**src/rtl/nv_nvdla_dmaif_rd_route_ctrl_pkg.sv**
```systemverilog
// Shared definitions for the DMA read-request route controller.
package nv_nvdla_dmaif_rd_route_ctrl_pkg;

  // Route ownership states. Values are fixed so debug taps decode stably.
  typedef enum logic [2:0] {
    ST_IDLE  = 3'd0,
    ST_MC    = 3'd1,
    ST_CV    = 3'd2,
    ST_SW_MC = 3'd3,
    ST_SW_CV = 3'd4
  } route_state_e;

  // Encoding of dmaif_rd_req_ram_type.
  localparam logic RAM_TYPE_MC = 1'b1;
  localparam logic RAM_TYPE_CV = 1'b0;

  // Default payload geometry.
  localparam int DEF_ADDR_W = 64;
  localparam int DEF_SIZE_W = 8;

  // Payload is {size, addr} with size in the MSBs.
  function automatic int addr_lsb();
    return 0;
  endfunction

  function automatic int addr_msb(input int addr_w);
    return addr_w - 1;
  endfunction

  function automatic int size_lsb(input int addr_w);
    return addr_w;
  endfunction

  function automatic int size_msb(input int addr_w, input int size_w);
    return addr_w + size_w - 1;
  endfunction

endpackage

```
**src/rtl/nv_nvdla_dmaif_outs_cnt.sv**
```systemverilog
// Outstanding response-beat counter for one memory interface.
// Adds the beat count of an accepted request and removes one per returned
// beat. A beat against an empty counter is dropped and flagged as underflow.
module nv_nvdla_dmaif_outs_cnt #(
  parameter int CNT_W         = 9,
  parameter int MAX_OUT_BEATS = 256
) (
  input  logic             clk,
  input  logic             rst,
  input  logic             add_en,
  input  logic [CNT_W-1:0] add_val,
  input  logic             beat,
  output logic [CNT_W-1:0] cnt,
  output logic             underflow
);

  logic [CNT_W-1:0] cnt_q;
  logic [CNT_W-1:0] cnt_d;
  logic             beat_eff;

  // Net add and beat in one step; an underflowing beat does not decrement.
  always_comb begin
    underflow = beat && (cnt_q == '0);
    beat_eff  = beat && (cnt_q != '0);
    cnt_d     = cnt_q + (add_en ? add_val : '0) - {{(CNT_W-1){1'b0}}, beat_eff};
  end

  // Counter register.
  always_ff @(posedge clk or posedge rst) begin
    if (rst) cnt_q <= '0;
    else     cnt_q <= cnt_d;
  end

  assign cnt = cnt_q;

  // Credit gating upstream makes this unreachable.
  a_no_overflow : assert property (@(posedge clk) disable iff (rst)
    ({1'b0, cnt_q} <= (CNT_W+1)'(MAX_OUT_BEATS)));

endmodule

```
**src/rtl/nv_nvdla_dmaif_rd_route_ctrl.sv**
```systemverilog
// DMA read-request router: steers requests to MCIF or CVIF, never lets both
// interfaces have responses outstanding together, and caps outstanding beats.
//
// Handshake: every request channel here uses valid/ready. A transfer happens
// on a rising clock edge where valid and ready are both high. Once valid is
// raised it stays high, with payload unchanged, until that transfer. Ready may
// be computed without looking at valid.
module nv_nvdla_dmaif_rd_route_ctrl
  import nv_nvdla_dmaif_rd_route_ctrl_pkg::*;
#(
  parameter int ADDR_W        = DEF_ADDR_W,
  parameter int SIZE_W        = DEF_SIZE_W,
  parameter int MAX_OUT_BEATS = 256,
  parameter int CNT_W         = 9
) (
  input  logic                     nvdla_core_clk,
  input  logic                     nvdla_core_rst,
  input  logic                     dmaif_rd_req_pvld,
  output logic                     dmaif_rd_req_prdy,
  input  logic [ADDR_W+SIZE_W-1:0] dmaif_rd_req_pd,
  input  logic                     dmaif_rd_req_ram_type,
  output logic                     mcif_rd_req_valid,
  input  logic                     mcif_rd_req_ready,
  output logic [ADDR_W+SIZE_W-1:0] mcif_rd_req_pd,
  output logic                     cvif_rd_req_valid,
  input  logic                     cvif_rd_req_ready,
  output logic [ADDR_W+SIZE_W-1:0] cvif_rd_req_pd,
  input  logic                     mcif_rsp_beat,
  input  logic                     cvif_rsp_beat,
  output logic [CNT_W-1:0]         mc_outs_cnt,
  output logic [CNT_W-1:0]         cv_outs_cnt,
  output logic                     rsp_err,
  output logic                     ctrl_idle,
  output logic [2:0]               dbg_state
);

  localparam int PD_W     = ADDR_W + SIZE_W;
  localparam int SIZE_MSB = size_msb(ADDR_W, SIZE_W);
  localparam int SIZE_LSB = size_lsb(ADDR_W);
  localparam logic [CNT_W:0] MAX_BEATS = (CNT_W+1)'(MAX_OUT_BEATS);

  route_state_e state_q, state_d;

  logic            mc_vld_q, mc_vld_d;
  logic [PD_W-1:0] mc_pd_q,  mc_pd_d;
  logic            cv_vld_q, cv_vld_d;
  logic [PD_W-1:0] cv_pd_q,  cv_pd_d;
  logic            err_q,    err_d;

  logic [SIZE_W-1:0] req_size;
  logic [CNT_W-1:0]  req_beats;
  logic              tgt_mc;
  logic              owner_ok;
  logic              mc_credit_ok, cv_credit_ok;
  logic              mc_free, cv_free;
  logic              grant_ok;
  logic              accept;
  logic              mc_add, cv_add;
  logic              mc_uf, cv_uf;
  logic [CNT_W-1:0]  mc_cnt, cv_cnt;
  logic [CNT_W:0]    mc_proj, cv_proj;

  assign req_size  = dmaif_rd_req_pd[SIZE_MSB:SIZE_LSB];
  assign req_beats = CNT_W'(req_size) + CNT_W'(1);
  assign tgt_mc    = (dmaif_rd_req_ram_type == RAM_TYPE_MC);

  // Grant: owner match, beat credit (a beat this cycle frees credit at once),
  // and room in the target output register.
  always_comb begin
    mc_proj = {1'b0, mc_cnt} + {1'b0, req_beats}
              - {{CNT_W{1'b0}}, (mcif_rsp_beat && (mc_cnt != '0))};
    cv_proj = {1'b0, cv_cnt} + {1'b0, req_beats}
              - {{CNT_W{1'b0}}, (cvif_rsp_beat && (cv_cnt != '0))};
    mc_credit_ok = (mc_proj <= MAX_BEATS);
    cv_credit_ok = (cv_proj <= MAX_BEATS);
    mc_free      = !mc_vld_q || mcif_rd_req_ready;
    cv_free      = !cv_vld_q || cvif_rd_req_ready;
    owner_ok     = (state_q == ST_IDLE)
                || ((state_q == ST_MC) &&  tgt_mc)
                || ((state_q == ST_CV) && !tgt_mc);
    grant_ok     = owner_ok && (tgt_mc ? (mc_credit_ok && mc_free)
                                       : (cv_credit_ok && cv_free));
    accept       = dmaif_rd_req_pvld && grant_ok;
    mc_add       = accept &&  tgt_mc;
    cv_add       = accept && !tgt_mc;
  end

  assign dmaif_rd_req_prdy = grant_ok;

  // Ownership FSM: switching waits until the old owner has fully drained.
  always_comb begin
    state_d = state_q;
    case (state_q)
      ST_IDLE: begin
        if (dmaif_rd_req_pvld) state_d = tgt_mc ? ST_MC : ST_CV;
      end
      ST_MC: begin
        if (dmaif_rd_req_pvld && !tgt_mc) state_d = ST_SW_CV;
      end
      ST_CV: begin
        if (dmaif_rd_req_pvld && tgt_mc) state_d = ST_SW_MC;
      end
      ST_SW_CV: begin
        if ((mc_cnt == '0) && !mc_vld_q) state_d = ST_CV;
      end
      ST_SW_MC: begin
        if ((cv_cnt == '0) && !cv_vld_q) state_d = ST_MC;
      end
      default: state_d = ST_IDLE;
    endcase
  end

  // Output registers: load on accept, drop valid once downstream takes it.
  always_comb begin
    mc_vld_d = mc_vld_q;
    mc_pd_d  = mc_pd_q;
    cv_vld_d = cv_vld_q;
    cv_pd_d  = cv_pd_q;
    if (mc_add) begin
      mc_vld_d = 1'b1;
      mc_pd_d  = dmaif_rd_req_pd;
    end else if (mcif_rd_req_ready) begin
      mc_vld_d = 1'b0;
    end
    if (cv_add) begin
      cv_vld_d = 1'b1;
      cv_pd_d  = dmaif_rd_req_pd;
    end else if (cvif_rd_req_ready) begin
      cv_vld_d = 1'b0;
    end
    err_d = err_q || mc_uf || cv_uf;
  end

  // State and output registers.
  always_ff @(posedge nvdla_core_clk or posedge nvdla_core_rst) begin
    if (nvdla_core_rst) begin
      state_q  <= ST_IDLE;
      mc_vld_q <= 1'b0;
      mc_pd_q  <= '0;
      cv_vld_q <= 1'b0;
      cv_pd_q  <= '0;
      err_q    <= 1'b0;
    end else begin
      state_q  <= state_d;
      mc_vld_q <= mc_vld_d;
      mc_pd_q  <= mc_pd_d;
      cv_vld_q <= cv_vld_d;
      cv_pd_q  <= cv_pd_d;
      err_q    <= err_d;
    end
  end

  nv_nvdla_dmaif_outs_cnt #(
    .CNT_W         (CNT_W),
    .MAX_OUT_BEATS (MAX_OUT_BEATS)
  ) u_mc_cnt (
    .clk       (nvdla_core_clk),
    .rst       (nvdla_core_rst),
    .add_en    (mc_add),
    .add_val   (req_beats),
    .beat      (mcif_rsp_beat),
    .cnt       (mc_cnt),
    .underflow (mc_uf)
  );

  nv_nvdla_dmaif_outs_cnt #(
    .CNT_W         (CNT_W),
    .MAX_OUT_BEATS (MAX_OUT_BEATS)
  ) u_cv_cnt (
    .clk       (nvdla_core_clk),
    .rst       (nvdla_core_rst),
    .add_en    (cv_add),
    .add_val   (req_beats),
    .beat      (cvif_rsp_beat),
    .cnt       (cv_cnt),
    .underflow (cv_uf)
  );

  assign mcif_rd_req_valid = mc_vld_q;
  assign mcif_rd_req_pd    = mc_pd_q;
  assign cvif_rd_req_valid = cv_vld_q;
  assign cvif_rd_req_pd    = cv_pd_q;
  assign mc_outs_cnt       = mc_cnt;
  assign cv_outs_cnt       = cv_cnt;
  assign rsp_err           = err_q;
  assign ctrl_idle         = (mc_cnt == '0) && (cv_cnt == '0) && !mc_vld_q && !cv_vld_q;
  assign dbg_state         = state_q;

endmodule

```
**config.mk**
```make
export PLATFORM = sky130hd
export DESIGN_NAME = nv_nvdla_dmaif_rd_route_ctrl
export DESIGN_NICKNAME = d
export VERILOG_FILES = /design/src/rtl/nv_nvdla_dmaif_rd_route_ctrl_pkg.sv /design/src/rtl/nv_nvdla_dmaif_outs_cnt.sv /design/src/rtl/nv_nvdla_dmaif_rd_route_ctrl.sv
export SDC_FILE = /design/constraint.sdc
export NUM_CORES = 1
export LEC_CHECK = 0
export ABC_AREA = 1
export CAP_MARGIN = 20
export CELL_PAD_IN_SITES_DETAIL_PLACEMENT = 0
export CELL_PAD_IN_SITES_GLOBAL_PLACEMENT = 1
export CORE_MARGIN = 2
export CORE_UTILIZATION = 38
export DETAILED_ROUTE_END_ITERATION = 6
export PLACE_DENSITY = 0.85
export SETUP_SLACK_MARGIN = 0.02
export SYNTH_ARGS = -nofsm -noshare
export SYNTH_HDL_FRONTEND = slang
export SYNTH_HIERARCHICAL = 1
export SYNTH_SLANG_ARGS = --single-unit
```
**constraint.sdc**
```tcl
create_clock -name nvdla_core_clk -period 8.25 [get_ports nvdla_core_clk]
set_input_delay 1.65 -clock nvdla_core_clk [delete_from_list [all_inputs] [get_ports nvdla_core_clk]]
set_output_delay 1.65 -clock nvdla_core_clk [all_outputs]
set_load 0.05 [all_outputs]
```
==> impl_metrics.py, run 1 <==
metrics = {
    "outcome": {
        "status": "complete, no violations",
    },
    "floorplanning": {
        "die-area_um2": 26500,
        "die_x_um": 163,
        "start_util_pct": 38.5,
        "core_area_um2": 25000,
        "die_h_um": 163,
        "io_pins": 250,
        "rows": 58,
    },
    "worst_setup_path": {
        "cp_top_family": "buffers and inverters",
        "cp-endpoint": "dmaif_rd_req_prdy",
        "r2r.worst_path.cells": 28,
        "path_cells": "clkdlybuf4s50_1 -> ha_1 -> nand3_1 -> inv_1 -> nand4_1 -> nor2_1 -> inv_1 -> ha_1 -> inv_1 -> ha_1 -> a21o_1 -> a31oi_1 -> nand2_1 -> nand2_1 -> nand2_1 -> nor2_1 -> nand2_1 -> a21oi_4 -> inv_1 -> a21oi_1 -> buf_12",
        "required_ps": 6600,
        "r2r_setup_slack_ps": 2950,
        "rr_endpoint": "u_cv_cnt/cnt[8]",
        "startpoint": "dmaif_rd_req_pd[64]",
        "worstPathArrival_ps": 5160,
        "critPathSlowestCell": "clkdlybuf4s50_1",
        "r2r-start": "u_cv_cnt/cnt[6]",
        "crit_buf_inv": 6,
        "crit_type": "in2out",
        "path_depth": 21,
        "critPathLaunchType": "input port",
        "endpoint_kind": "primary output",
        "cpPeakStageDelay_ps": 650,
        "crit_fanout": 7,
    },
    "grt": {
        "grt_pass1_vias": 8255,
        "grt_usage_pct": 21.9,
        "grt_pass1_wl_mm": 45.5,
        "antenna_found_initial": 1,
        "overflow": 0,
        "grt_start_max_net_pins": 99,
    },
    "timing": {
        "setup_viol": 0,
        "worst_pin_slew_ps": 997,
        "maxSlewHeadroom_pct": 33.5,
        "worst_slack_ps": 1440,
        "min_period_ps": 6810,
        "max_freq_ghz": 0.147,
        "finalMaxSlewViolations": 0,
        "finalHoldViolCount": 0,
        "setup_tns_ps": 0,
        "period_share_pct": 82.5,
        "fin_skew_ps": 18.2,
        "rsz0062_at_grt": "false",
    },
    "synth": {
        "ys_seq_area_share_pct": 43.8,
        "synth_fa_ha_area_share_pct": 9.83,
        "synth_top_family_by_area": "simple AND/OR/NAND/NOR gates",
        "syn_area_um2": 9600,
        "synth_nets": 1406,
        "syn_inst": 1253,
        "synth_compound_area_share_pct": 1.69,
        "synth_top_flop_cell": "dfrtp_1",
        "synth_edf_count": 0,
        "synth_cell_types": 32,
        "synthXorXnorAreaFrac_pct": 1.19,
        "synthArstFlopShare_pct": 100,
        "ys_seq_elements": 168,
        "synth_simple_gate_area_share_pct": 32.7,
        "yosysTopAreaCell": "dfrtp_1",
        "avgSynthCellArea_um2": 7.66,
        "synthMuxAreaShare_pct": 0,
        "synth_top_area_share_pct": 43.8,
        "synth_area_leaders": "dfrtp_1, nand2_1, ha_1",
        "ys_warn_count": 6,
    },
    "final_layout": {
        "final_nets": 1627,
        "area_growth_pct": 34.4,
        "final_common_cell": "nand2_1",
        "seq_area_um2": 4200,
        "drive_above_1_share_pct": 3.63,
        "layout_common_cells": "nand2_1, clkdlybuf4s50_1, inv_1",
        "fillers": 2410,
        "multiInputGateArea_um2": 4380,
    },
    "cts": {
        "clkSlewWorstSetupHoldPaths_ps": 70,
        "htree_num_levels": 4,
        "numCtsBuffers": 17,
        "clockRootBuffer": "clkbuf_16",
        "clk_path_buf_depth": 2,
        "cts_setup_buffers": 0,
        "clkLatencyLatePin_ps": 440,
        "postCtsHoldBufs": 0,
        "clock-sinks": 168,
        "cts_tree": "built",
        "post_cts_resized": 0,
    },
    "route": {
        "post-route-drc-count": 0,
        "avgViaCountPerCell": 4.92,
        "drt_iter0_markers": 789,
        "routed_wl_mm": 29.2,
        "firstDrtPassIters": 7,
        "wl_per_cell_um": 16.0,
        "vias": 8942,
        "antenna_left": 0,
    },
    "place": {
        "place_hpwl_mm": 20.4,
        "place_congestion": 0.848,
        "port-buffer-count": 249,
        "dp_slack_ps": 1280,
    },
    "min_path": {
        "hold_start": "cvif_rd_req_pd[35]",
        "hold_depth": 2,
        "min_path_type": "reg2reg",
    },
    "flow_run": {
        "maxCapViolCount": 0,
    },
}
## worst register-to-register path: cells and delay by family, from the launching register on
kind,cells,cell delay (ps)
simple gates,16,1860
fa+ha+maj,5,1700
buf+inv,5,910
flops,1,450
compound gates,2,270
## worst min path at each step
| stage | slack (ps) | end |
|---|---|---|
| finish | 470 | cvif_rd_req_pd[35] |
| global route | 490 | cvif_rd_req_pd[22] |
| CTS | 470 | cvif_rd_req_pd[35] |
| detailed placement | 460 | cvif_rd_req_pd[35] |
| global placement | 450 | cvif_rd_req_pd[58] |
| floorplan | 750 | cvif_rd_req_pd[67] |
## routing by layer
metal	up-vias	GRT usage (%)	wire length, µm
li1	4400	-	-
met1	4227	29.9	13200
met2	284	35.2	13500
met3	31	4.66	1820
met4	0	5.91	602
met5	-	0	0
## through the flow
step           hold WS (ps)  instance area [µm²]  instances  utilization [%]
2_1_floorplan           751                 9600       1253                -
3_3_place_gp            452                12300       1784             49.2
3_5_place_dp            457                12300       1784             49.2
4_1_cts                 474                12900       1816             51.6
5_1_grt                 491                12900       1817             51.7
6_report                469                12900       1818             51.7
## layout make-up
cell class              count  share of cell area [%]
diodes                      1                  0.0194
clock buffers              18                    3.33
clock inverters            14                    1.21
inverters                 194                    5.68
multi-input cells         835                    33.9
flip-flops and latches    168                    32.6
well taps                 330                    3.20
repair buffers            258                    20.0
## cell families (layout without fill, tap and decap cells)
logic type      after synthesis  after routing
xor+xnor                     13             13
fa+ha+maj                    73             73
other cells                   0              1
buf+inv                     250            484
compound gates               28             28
simple gates                721            721
flops                       168            168
## flip-flops by register name, summed over array words and instances, names as in the netlist
register,count
cvif_rd_req_pd,72
cvif_rd_req_valid,1
dbg_state,3
mcif_rd_req_pd,72
mcif_rd_req_valid,1
rsp_err,1
u_cv_cnt/cnt,9
u_mc_cnt/cnt,9
## synth_stat cells, types with 4 or more instances
master,count
buf_6,8
nor3_1,6
dfrtp_1,168
or2_1,5
nand4_1,81
ha_1,69
nand3b_1,10
buf_2,29
inv_1,193
a21oi_1,14
xnor2_1,6
or2_2,4
xor2_1,7
nor2_1,38
fa_1,4
nand3_1,113
nand2_1,458
clkbuf_1,17
o21ai_0,4
Power of run 1 is left out: the tool's default activity adds up to more than one toggle a clock period on the data nets, which glitch-free logic cannot reach.
==> run 2: changes to the inputs <==
- CORE_UTILIZATION: 38 -> 32
- PLACE_DENSITY: 0.85 -> 0.76
- clock period: 8.25 -> 6 ns (I/O delays scaled with it)
==> impl_metrics.py, run 2 (same netlist as run 1, synthesis figures left out) <==
metrics = {
    "worst_setup_path": {
        "crit_path_frequent_cell": "nand2_1",
        "crit_type": "in2out",
        "endpoint_kind": "primary output",
        "critPathLaunchType": "input port",
        "cpPeakStageDelay_ps": 610,
        "path_cells": "clkdlybuf4s50_1 -> nand3_1 -> nand3b_1 -> xor2_1 -> ha_1 -> inv_1 -> ha_1 -> nand2_1 -> inv_1 -> a21oi_1 -> nand2_1 -> nand2_1 -> nand2_1 -> nor2_1 -> nand2_1 -> nand2_1 -> nand2_1 -> a21oi_4 -> inv_1 -> a21oi_2 -> buf_12",
        "critPathSlowestCell": "clkdlybuf4s50_1",
        "cp_top_family": "buffers and inverters",
        "required_ps": 4800,
        "worstPathArrival_ps": 4500,
        "r2r_setup_slack_ps": 800,
        "crit_fanout": 5,
        "crit_buf_inv": 5,
    },
    "final_layout": {
        "drive_above_1_share_pct": 4.22,
        "area_growth_pct": 36.2,
        "fillers": 3030,
        "layout_common_cells": "nand2_1, clkdlybuf4s50_1, inv_1",
        "final_common_cell": "nand2_1",
        "finalInstanceArea_um2": 13100,
        "final_nets": 1633,
    },
    "floorplanning": {
        "die-area_um2": 31400,
        "start_util_pct": 32.5,
        "die_h_um": 177,
        "rows": 63,
        "core_area_um2": 29600,
        "io_pins": 250,
        "die_x_um": 177,
    },
    "cts": {
        "numCtsBuffers": 17,
        "clock-sinks": 168,
        "clockRootBuffer": "clkbuf_16",
        "clk_path_buf_depth": 2,
        "clkSlewWorstSetupHoldPaths_ps": 70,
        "clkLatencyLatePin_ps": 430,
        "htree_num_levels": 4,
        "cts_setup_buffers": 0,
        "cts_tree": "built",
    },
    "place": {
        "port-buffer-count": 249,
        "placed_area_um2": 12400,
        "place_congestion": 0.809,
        "dp_slack_ps": -38.5,
        "place_hpwl_mm": 21.5,
    },
    "outcome": {
        "status": "complete, no violations",
    },
    "timing": {
        "worst_slack_ps": 297,
        "setup_viol": 0,
        "finalHoldViolCount": 0,
        "finalMaxSlewViolations": 0,
        "fin_skew_ps": 15.6,
        "maxSlewHeadroom_pct": 37.5,
        "setup_tns_ps": 0,
        "worst_pin_slew_ps": 937,
        "period_share_pct": 95.1,
        "rsz0062_at_grt": "false",
        "min_period_ps": 5700,
        "max_freq_ghz": 0.175,
    },
    "route": {
        "firstDrtPassIters": 5,
        "avgViaCountPerCell": 4.68,
        "vias": 8832,
        "drt_iter0_markers": 628,
        "post-route-drc-count": 0,
        "antenna_left": 0,
        "wl_per_cell_um": 16.1,
        "routed_wl_mm": 30.3,
    },
    "grt": {
        "grt_start_max_net_pins": 76,
        "grt_pass1_wl_mm": 47.5,
        "grt_usage_pct": 19.3,
        "grt_pass1_vias": 8752,
        "overflow": 0,
        "antenna_found_initial": 3,
    },
    "flow_run": {
        "maxCapViolCount": 0,
    },
    "min_path": {
        "min_path_type": "reg2reg",
    },
}
==> run 2: worst paths after layout <==
| check | from | end | cells past startpoint |
|---|---|---|---|
| max in group asynchronous | nvdla_core_rst | cvif_rd_req_pd[30] | 3 |
| min in group asynchronous | nvdla_core_rst | u_cv_cnt/cnt[8] | 2 |
| setup / recovery | dmaif_rd_req_pd[66] | dmaif_rd_req_prdy | 21 |
| hold / removal | cvif_rd_req_pd[56] | cvif_rd_req_pd[56] | 2 |
| hold reg to reg | cvif_rd_req_pd[56] | cvif_rd_req_pd[56] | 2 |
| setup reg to reg | u_mc_cnt/cnt[6] | u_mc_cnt/cnt[8] | 25 |
==> run 2: final cells by class <==
class	instances	area [µm²]	area share, %
timing repair buffer	264	2630	20.1
tap	390	488	3.73
sequential	168	4200	32.2
clock buffer	17	425	3.25
clock inverter	15	198	1.51
inverter	194	733	5.61
antenna	3	7.51	0.0574
multi-input combinational	835	4390	33.6
==> run 2: worst reg2reg max path: cells and delay by family, from the launching register on <==
family                   cells  cell delay, ps
AO/OA/AOI/OAI                1             160
adder cells (fa/ha/maj)      5            1720
buffers and inverters        4             530
flip-flops                   1             440
AND/OR/NAND/NOR             15            2260
==> run 2: layer usage <==
metal / wire (µm) / part of all wire, % / global-route usage (%) / vias up
met5: 0 / 0 / 0 / -
met4: 1010 / 3.3 / 8.51 / 0
met3: 1550 / 5.1 / 2.99 / 43
met2: 13800 / 45 / 30.3 / 229
met1: 14000 / 46 / 26.3 / 4142
li1: - / - / - / 4418
==> run 2: per-stage QoR <==
stage / hold WS, ps / utilization (%) / instances
2_1_floorplan: 751 / - / 1253
3_3_place_gp: 453 / 42.0 / 1851
3_5_place_dp: 458 / 42.0 / 1851
4_1_cts: 475 / 44.2 / 1883
5_1_grt: 485 / 44.2 / 1886
6_report: 470 / 44.2 / 1886
==> run 2: timing repair <==
action,in CTS,in global routing
gates resized for setup,1,3
setup endpoints to repair,1,3
pin swaps,0,0
hold buffers,0,0
gates cloned,0,0
Power of run 2 is left out for the same reason.
